==> config.mk <==
export PLATFORM = sky130hd
export DESIGN_NAME = dram_port_arbiter
export DESIGN_NICKNAME = d
export VERILOG_FILES = /design/src/rtl/dram_port_arbiter.sv
export SDC_FILE = /design/constraint.sdc
export NUM_CORES = 1
export LEC_CHECK = 0
export CORE_AREA = 2 2 136 138
export CTS_CLUSTER_DIAMETER = 200
export DETAILED_ROUTE_END_ITERATION = 12
export DIE_AREA = 0 0 138 140
export PLACE_DENSITY = 0.87
export RECOVER_POWER = 25
export SETUP_SLACK_MARGIN = 0.3
export SYNTH_ARGS = -nofsm -noshare
export SYNTH_HDL_FRONTEND = slang
export SYNTH_SLANG_ARGS = --single-unit
==> constraint.sdc <==
create_clock -name clk -period 3.5 [get_ports clk]
set_input_delay 0.35 -clock clk [delete_from_list [all_inputs] [get_ports clk]]
set_output_delay 0.35 -clock clk [all_outputs]
set_load 0.02 [all_outputs]
==> src/rtl/dram_port_arbiter.sv <==
// Three-requester arbiter onto a single DRAM command port, one transaction in flight, watchdog retire.
// Define DRAM_ARB_RR_EN for round-robin arbitration; otherwise fixed priority 0 > 1 > 2.
module dram_port_arbiter #(
  parameter int ADDR_W  = 32,
  parameter int DATA_W  = 32,
  parameter int TIMEOUT = 1024
) (
  input  logic                    clk,
  input  logic                    rst_async,
  input  logic [2:0]              req_valid_i,
  input  logic [3*ADDR_W-1:0]     req_addr_i,
  input  logic [3*DATA_W-1:0]     req_wdata_i,
  input  logic [3*(DATA_W/8)-1:0] req_we_i,
  output logic [2:0]              req_ready_o,
  output logic [2:0]              rsp_valid_o,
  output logic [DATA_W-1:0]       rsp_rdata_o,
  output logic                    rsp_err_o,
  output logic                    dram_oe_o,
  output logic [ADDR_W-1:0]       dram_addr_o,
  output logic [DATA_W-1:0]       dram_wdata_o,
  output logic [DATA_W/8-1:0]     dram_we_o,
  input  logic                    dram_busy_i,
  input  logic                    dram_valid_i,
  input  logic [DATA_W-1:0]       dram_rdata_i,
  output logic                    timeout_flag_o
);

  localparam int BE_W  = DATA_W / 8;
  localparam int CNT_W = $clog2(TIMEOUT + 1);

  typedef enum logic [1:0] {
    S_IDLE,
    S_ISSUE,
    S_WAIT
  } state_t;

  state_t            state_q;
  logic [1:0]        owner_q;
  logic [1:0]        owner_d;
  logic [2:0]        grant_d;
  logic              accept_d;
  logic [CNT_W-1:0]  wdog_q;

  logic              oe_q;
  logic [ADDR_W-1:0] addr_q;
  logic [DATA_W-1:0] wdata_q;
  logic [BE_W-1:0]   we_q;
  logic [2:0]        rsp_valid_q;
  logic [DATA_W-1:0] rsp_rdata_q;
  logic              rsp_err_q;
  logic              timeout_flag_q;

`ifdef DRAM_ARB_RR_EN
  logic [1:0] ptr_q;

  // Search begins at the requester after the most recently accepted owner.
  always_comb begin
    grant_d = 3'b000;
    case (ptr_q)
      2'd1: begin
        if (req_valid_i[1])      grant_d = 3'b010;
        else if (req_valid_i[2]) grant_d = 3'b100;
        else if (req_valid_i[0]) grant_d = 3'b001;
      end
      2'd2: begin
        if (req_valid_i[2])      grant_d = 3'b100;
        else if (req_valid_i[0]) grant_d = 3'b001;
        else if (req_valid_i[1]) grant_d = 3'b010;
      end
      default: begin
        if (req_valid_i[0])      grant_d = 3'b001;
        else if (req_valid_i[1]) grant_d = 3'b010;
        else if (req_valid_i[2]) grant_d = 3'b100;
      end
    endcase
  end

  always_ff @(posedge clk or posedge rst_async) begin
    if (rst_async) begin
      ptr_q <= 2'd0;
    end else if (accept_d) begin
      ptr_q <= (owner_d == 2'd2) ? 2'd0 : owner_d + 2'd1;
    end
  end
`else
  always_comb begin
    grant_d = 3'b000;
    if (req_valid_i[0])      grant_d = 3'b001;
    else if (req_valid_i[1]) grant_d = 3'b010;
    else if (req_valid_i[2]) grant_d = 3'b100;
  end
`endif

  always_comb begin
    owner_d = 2'd0;
    if (grant_d[1]) owner_d = 2'd1;
    if (grant_d[2]) owner_d = 2'd2;
  end

  assign accept_d    = (state_q == S_IDLE) && (|grant_d);
  assign req_ready_o = ((state_q == S_IDLE) && !rst_async) ? grant_d : 3'b000;

  // Transaction sequencer; every DRAM-side and response output is a register here.
  always_ff @(posedge clk or posedge rst_async) begin
    if (rst_async) begin
      state_q        <= S_IDLE;
      owner_q        <= 2'd0;
      wdog_q         <= '0;
      oe_q           <= 1'b0;
      addr_q         <= '0;
      wdata_q        <= '0;
      we_q           <= '0;
      rsp_valid_q    <= 3'b000;
      rsp_rdata_q    <= '0;
      rsp_err_q      <= 1'b0;
      timeout_flag_q <= 1'b0;
    end else begin
      rsp_valid_q <= 3'b000;
      rsp_err_q   <= 1'b0;
      case (state_q)
        S_IDLE: begin
          if (accept_d) begin
            owner_q <= owner_d;
            addr_q  <= req_addr_i[int'(owner_d)*ADDR_W +: ADDR_W];
            wdata_q <= req_wdata_i[int'(owner_d)*DATA_W +: DATA_W];
            we_q    <= req_we_i[int'(owner_d)*BE_W +: BE_W];
            oe_q    <= 1'b1;
            state_q <= S_ISSUE;
          end
        end
        S_ISSUE: begin
          if (!dram_busy_i) begin
            oe_q    <= 1'b0;
            wdog_q  <= '0;
            state_q <= S_WAIT;
          end
        end
        S_WAIT: begin
          // A response landing on the final watchdog cycle still counts as a success.
          if (dram_valid_i) begin
            rsp_valid_q <= 3'b001 << owner_q;
            rsp_rdata_q <= dram_rdata_i;
            state_q     <= S_IDLE;
          end else if (wdog_q == CNT_W'(TIMEOUT - 1)) begin
            rsp_valid_q    <= 3'b001 << owner_q;
            rsp_rdata_q    <= '0;
            rsp_err_q      <= 1'b1;
            timeout_flag_q <= 1'b1;
            state_q        <= S_IDLE;
          end else if (wdog_q != CNT_W'(TIMEOUT)) begin
            wdog_q <= wdog_q + 1'b1;
          end
        end
        default: begin
          state_q <= S_IDLE;
        end
      endcase
    end
  end

  assign dram_oe_o      = oe_q;
  assign dram_addr_o    = addr_q;
  assign dram_wdata_o   = wdata_q;
  assign dram_we_o      = we_q;
  assign rsp_valid_o    = rsp_valid_q;
  assign rsp_rdata_o    = rsp_rdata_q;
  assign rsp_err_o      = rsp_err_q;
  assign timeout_flag_o = timeout_flag_q;

endmodule

# Word-level counts from Yosys, hierarchy flattened
# Index checks and enable logic that the tools add are counted.
[word_totals]
ff_bits = 121
elab_cells = 68
in_bits = 243
mem_bits_rw = 0
out_inout_bits = 109
latchBits = 0
memories = 0
mem_bits_ro = 0
[classes]
n_eq_ne = 10
bitwise_logic = 1
mul = 0
shifts = 4
add_sub_neg = 1
n_lt_le_gt_ge = 0
n_div = 0
n_mux = 27
n_reduce_logical = 14
[ops]
columns = ["operator", "n"]
rows = [
  ["variable part select 96 x 8 -> 32 bit", 2],
  ["two-way mux 32 bit", 2],
  ["two-way mux 11 bit", 4],
  ["one-hot mux 11 bit (2 select lines)", 1],
  ["two-way mux 3 bit", 7],
  ["variable part select 12 x 5 -> 4 bit", 1],
  ["adder 11 x 1 -> 11 bit (second input constant)", 1],
  ["== test 11 x 10 -> 1 bit (second input constant)", 1],
  ["!= test 11 bit (second input constant)", 1],
  ["two-way mux 2 bit", 5],
  ["!= test 2 bit (second input constant)", 5],
  ["AND reduction 3 bit", 3],
  ["two-way mux 1 bit", 6],
  ["one-hot mux 2 bit (3 select lines)", 1],
  ["nonzero test 2 bit", 3],
  ["AND reduction 5 bit", 1],
  ["AND reduction 2 bit", 2],
  ["!= test 3 bit (second input constant)", 1],
  ["OR reduction 3 bit", 1],
  ["<< shifter 1 x 2 -> 3 bit (first input constant)", 1],
  ["== test 2 x 1 -> 1 bit (second input constant)", 1],
  ["== test 2 bit (second input constant)", 1],
  ["logical AND 1 bit", 2],
  ["zero test 2 bit", 1],
  ["3 further kinds", 3],
]

# Logic depth before layout (Yosys ltp)
[depth]
depth_word = 7
depth_mapped = 7

# Worst setup path before layout
# No wires, ideal clock.
[synth_timing]
path_kind = "input to output"
startpoint = "input rst_async"
endpoint = "output req_ready_o[1]"
arrival_ns = 3.449
path_stages = 2
n_path_buf = 0
t_required_ns = 3.150
slack_ns = -0.299
cell_sequence = "inv_1 -> and3_1"
[synth_between]
elab_chain_cells = 3
[synth_rtl]
columns = ["element", "line", "rtl"]
rows = [
  ["start, declared", "9", "input logic rst_async,"],
  ["zero test 1 bit (no line)", "-", ""],
  ["logical AND 1 bit", "101", "assign req_ready_o = ((state_q == S_IDLE) && !rst_async) ? grant_d : 3'b000;"],
  ["two-way mux 3 bit", "101", ""],
  ["end, declared", "14", "output logic [2:0] req_ready_o,"],
]
# No other way between the ends.

# Final worst setup path
[layout_timing]
startpoint = "register state_q[0]"
endpoint = "register wdata_q[15] (netlist: dram_wdata_o[15])"
[layout_between]
elab_chain_cells = 3
[layout_rtl]
columns = ["element", "line", "rtl"]
rows = [
  ["start, declared", "37", "state_t state_q;"],
  ["start signal, assigned", "106", "state_q <= S_IDLE;"],
  ["start signal, assigned", "128", "state_q <= S_ISSUE;"],
  ["start signal, assigned", "135", "state_q <= S_WAIT;"],
  ["zero test 2 bit (*)", "100, 120", ""],
  ["logical AND 1 bit", "100", "assign accept_d = (state_q == S_IDLE) && (|grant_d);"],
  ["AND reduction 2 bit (no line) (*)", "-", ""],
  ["end signal, assigned", "125", "wdata_q <= req_wdata_i[int'(owner_d)*DATA_W +: DATA_W];"],
  ["end, declared", "46", "logic [DATA_W-1:0] wdata_q;"],
]
# Mark *: on every way between the ends. The rest lies on a longest branch, timed or not.
# A chain may end at the register's enable or synchronous reset.

==> flow_summary.ini <==
[routing]
drt-vias-per-instance = 5.14
dr_wl_met3_um = 1560
drc = 0
vias = 5853
routedWlPerCell_um = 18.5
postRouteAntennaNets = 0
drt-met1-wl_um = 8460
drt_iter0_markers = 304
highest_layer = met4
wl_met2_um = 10600
drt-total-wl_um = 21100
drt-pass1-iter-count = 4

[sta]
max_freq_mhz = 368
grt_setup_unrepaired = no
setup-tns-final_ns = 0
relSlewSlack_pct = -20.0
worst_pin_slew_ns = 1.80
fin_skew_ns = 0.00835
min_period_ns = 2.72
setup_viol = 0
timing.final.crit_share_pct = 77.7
final_max_slew_viol_count = 153
hold_viol = 0

[cts]
clockBufferDepth = 2
clk-insertion-delay-late_ns = 0.41
cts_tree = yes
path_clk_slew_ns = 0.06
cts.sinks = 121
cts_root_buffer = clkbuf_16
cts_hold_buf = 0
htreeDepth = 4
cts_resized = 0
cts_setup_buffers = 0
cts_buffers = 17

[critical_path]
r2r_slack_ns = 0.78
cp_slowest_cell = clkbuf_2
critPathKind = register to register
crit_fanout = 79
cp.arrival_ns = 3.07
startpoint = state_q[0]
r2r_start = state_q[0]
ff2ff_path_depth = 5
cp-endpoint = dram_wdata_o[15]
r2r-end = dram_wdata_o[15]
slowest_delay_ns = 0.84
required_ns = 3.85
crit_path_end_kind = register
cp-start-kind = register
cp_cell_sequence = nor2_1, o31ai_4, clkbuf_2, a211oi_1, a21o_1

[power_and_ir_drop]
cellPowerDensity_mw_per_mm2 = 751
max-vdd-ir-drop_mv = 0.689
p_leak_nw = 4.59
report.power.total_mw = 7.76

[die]
core_mm2 = 0.0178
rows = 49
die_h_um = 140
die_w_um = 138
num_io_pins = 352
dieArea_mm2 = 0.0193
initial_core_util_pct = 34.4

[job]
drv_cap = 2

[grt]
antenna_found_initial = 1
grt.total_usage_pct = 21.8
grt_overflow = 0
grt_pass1_wl_um = 33300
grt_max_degree = 80
first_global_vias = 5980

[synthesis]
yosysSeqAreaShare_pct = 49.5
ys_warn_count = 0
ys_ff_latch = 121
synth_cells = 567
synth-edff-count = 0
synth-main-ff-cell = dfrtp_1
syn_nets = 812
netlist_area_mm2 = 0.00612
syn_area_per_cell_um2 = 10.8
synthArstFlopShare_pct = 100
ys_types = 46

[layout]
final_common_cell = clkdlybuf4s50_1
final_cell_mix = clkdlybuf4s50_1, dfrtp_1, nor2_1
num-nets-final = 1139
fin_util_pct = 58.1
drive_gt1_share_pct = 5.40
syn_to_final_growth_pct = 69.0

[placed_design]
dp_hpwl_um = 15700
port-buffer-count = 351
gp_congestion = 0.859

[run_status]
violations = max-capacitance violations, max-slew violations
outcome = complete, but fails checks

[worst_hold_path]
min_path_type = input pin to asynchronous set/reset pin
-- critical path, delay by kind of cell (launching register included) --
family          cells  cell delay [ns]
buf+inv             1             0.84
flops               1             0.46
compound gates      3             0.84
simple gates        1             0.49
-- worst min-delay path by stage --
stage	start	endpoint	slack [ns]	cells after the start
after floorplan	dram_valid_i	rsp_err_o	0.43	1
after global placement	timeout_flag_o	timeout_flag_o	0.46	1
after detailed placement	timeout_flag_o	timeout_flag_o	0.46	1
after CTS	rst_async	dram_wdata_o[28]	0.26	2
after global routing	rst_async	dram_wdata_o[28]	0.46	2
final	rst_async	dram_wdata_o[28]	0.42	2
-- flip-flops by register name (all words and copies together), names as in the netlist --
register	flops
dram_addr_o	32
dram_wdata_o	32
rsp_rdata_o	32
wdog_q	11
dram_we_o	4
rsp_valid_o	3
owner_q	2
state_q	2
dram_oe_o	1
rsp_err_o	1
timeout_flag_o	1
-- cell type report --
| class | instances | area [µm²] |
|---|---|---|
| Fill cell | 1508 | 7440 |
| Timing Repair Buffer | 360 | 3590 |
| Sequential cell | 121 | 3030 |
| Multi-Input combinational cell | 391 | 2860 |
| Clock buffer | 19 | 443 |
| Tap cell | 229 | 287 |
| Clock inverter | 13 | 119 |
| Inverter | 3 | 12.5 |
| Antenna cell | 2 | 5.00 |
-- where the power goes --
| part | internal [mW] | switching, mW | leakage, nW |
|---|---|---|---|
| sequential | 2.02 | 0.383 | 1.51 |
| clock | 1.00 | 0.662 | 0.267 |
| combinational | 1.86 | 1.84 | 2.81 |
-- cell usage after synthesis (3+ instances only) --
cell      number  area (µm²)
a211oi_1      69         518
a21o_1        69         518
a22o_1        33         289
a31oi_1        4        25.0
and3_1         3        18.8
buf_2         23         115
clkbuf_1      26        97.6
dfrtp_1      121        3030
inv_1          3        11.3
mux2i_1       70         701
nand2_1       16        60.1
nand3_1        7        35.0
nor2_1        72         270
nor3b_1        3        22.5
nor4_1         3        18.8
o211ai_1       3        22.5
o31ai_1        3        22.5
-- cells by family (layout without fill, tap and decap cells) --
| kind of cell | Yosys count | in the layout | synth area share (%) |
|---|---|---|---|
| AO/OA/AOI/OAI | 195 | 195 | 25.2 |
| buffers and inverters | 55 | 395 | 4.11 |
| AND/OR/NAND/NOR | 124 | 124 | 9.39 |
| flip-flops | 121 | 121 | 49.5 |
| multiplexers | 70 | 70 | 11.5 |
| other | 0 | 2 | 0 |
| adder cells (fa/ha/maj) | 2 | 2 | 0.409 |
-- layer usage --
layer | GRT usage, % | up-vias
met5 | 0 | -
met3 | 6.94 | 28
met1 | 25.8 | 2786
met2 | 37.3 | 255
met4 | 8.22 | 0
li1 | - | 2784
-- metrics by stage --
| stage | hold slack (ns) | cell area (µm²) | instances | worst slack, ns |
|---|---|---|---|---|
| final | 0.425 | 10300 | 1138 | 0.780 |
| after global routing | 0.462 | 10300 | 1137 | 0.521 |
| after detailed placement | 0.460 | 9790 | 1104 | 0.805 |
| after global placement | 0.456 | 9790 | 1104 | 0.875 |
| after floorplan | 0.430 | 6120 | 567 | 0.434 |
| after CTS | 0.259 | 10400 | 1136 | 0.809 |
Power figures use the tool's default switching activity.
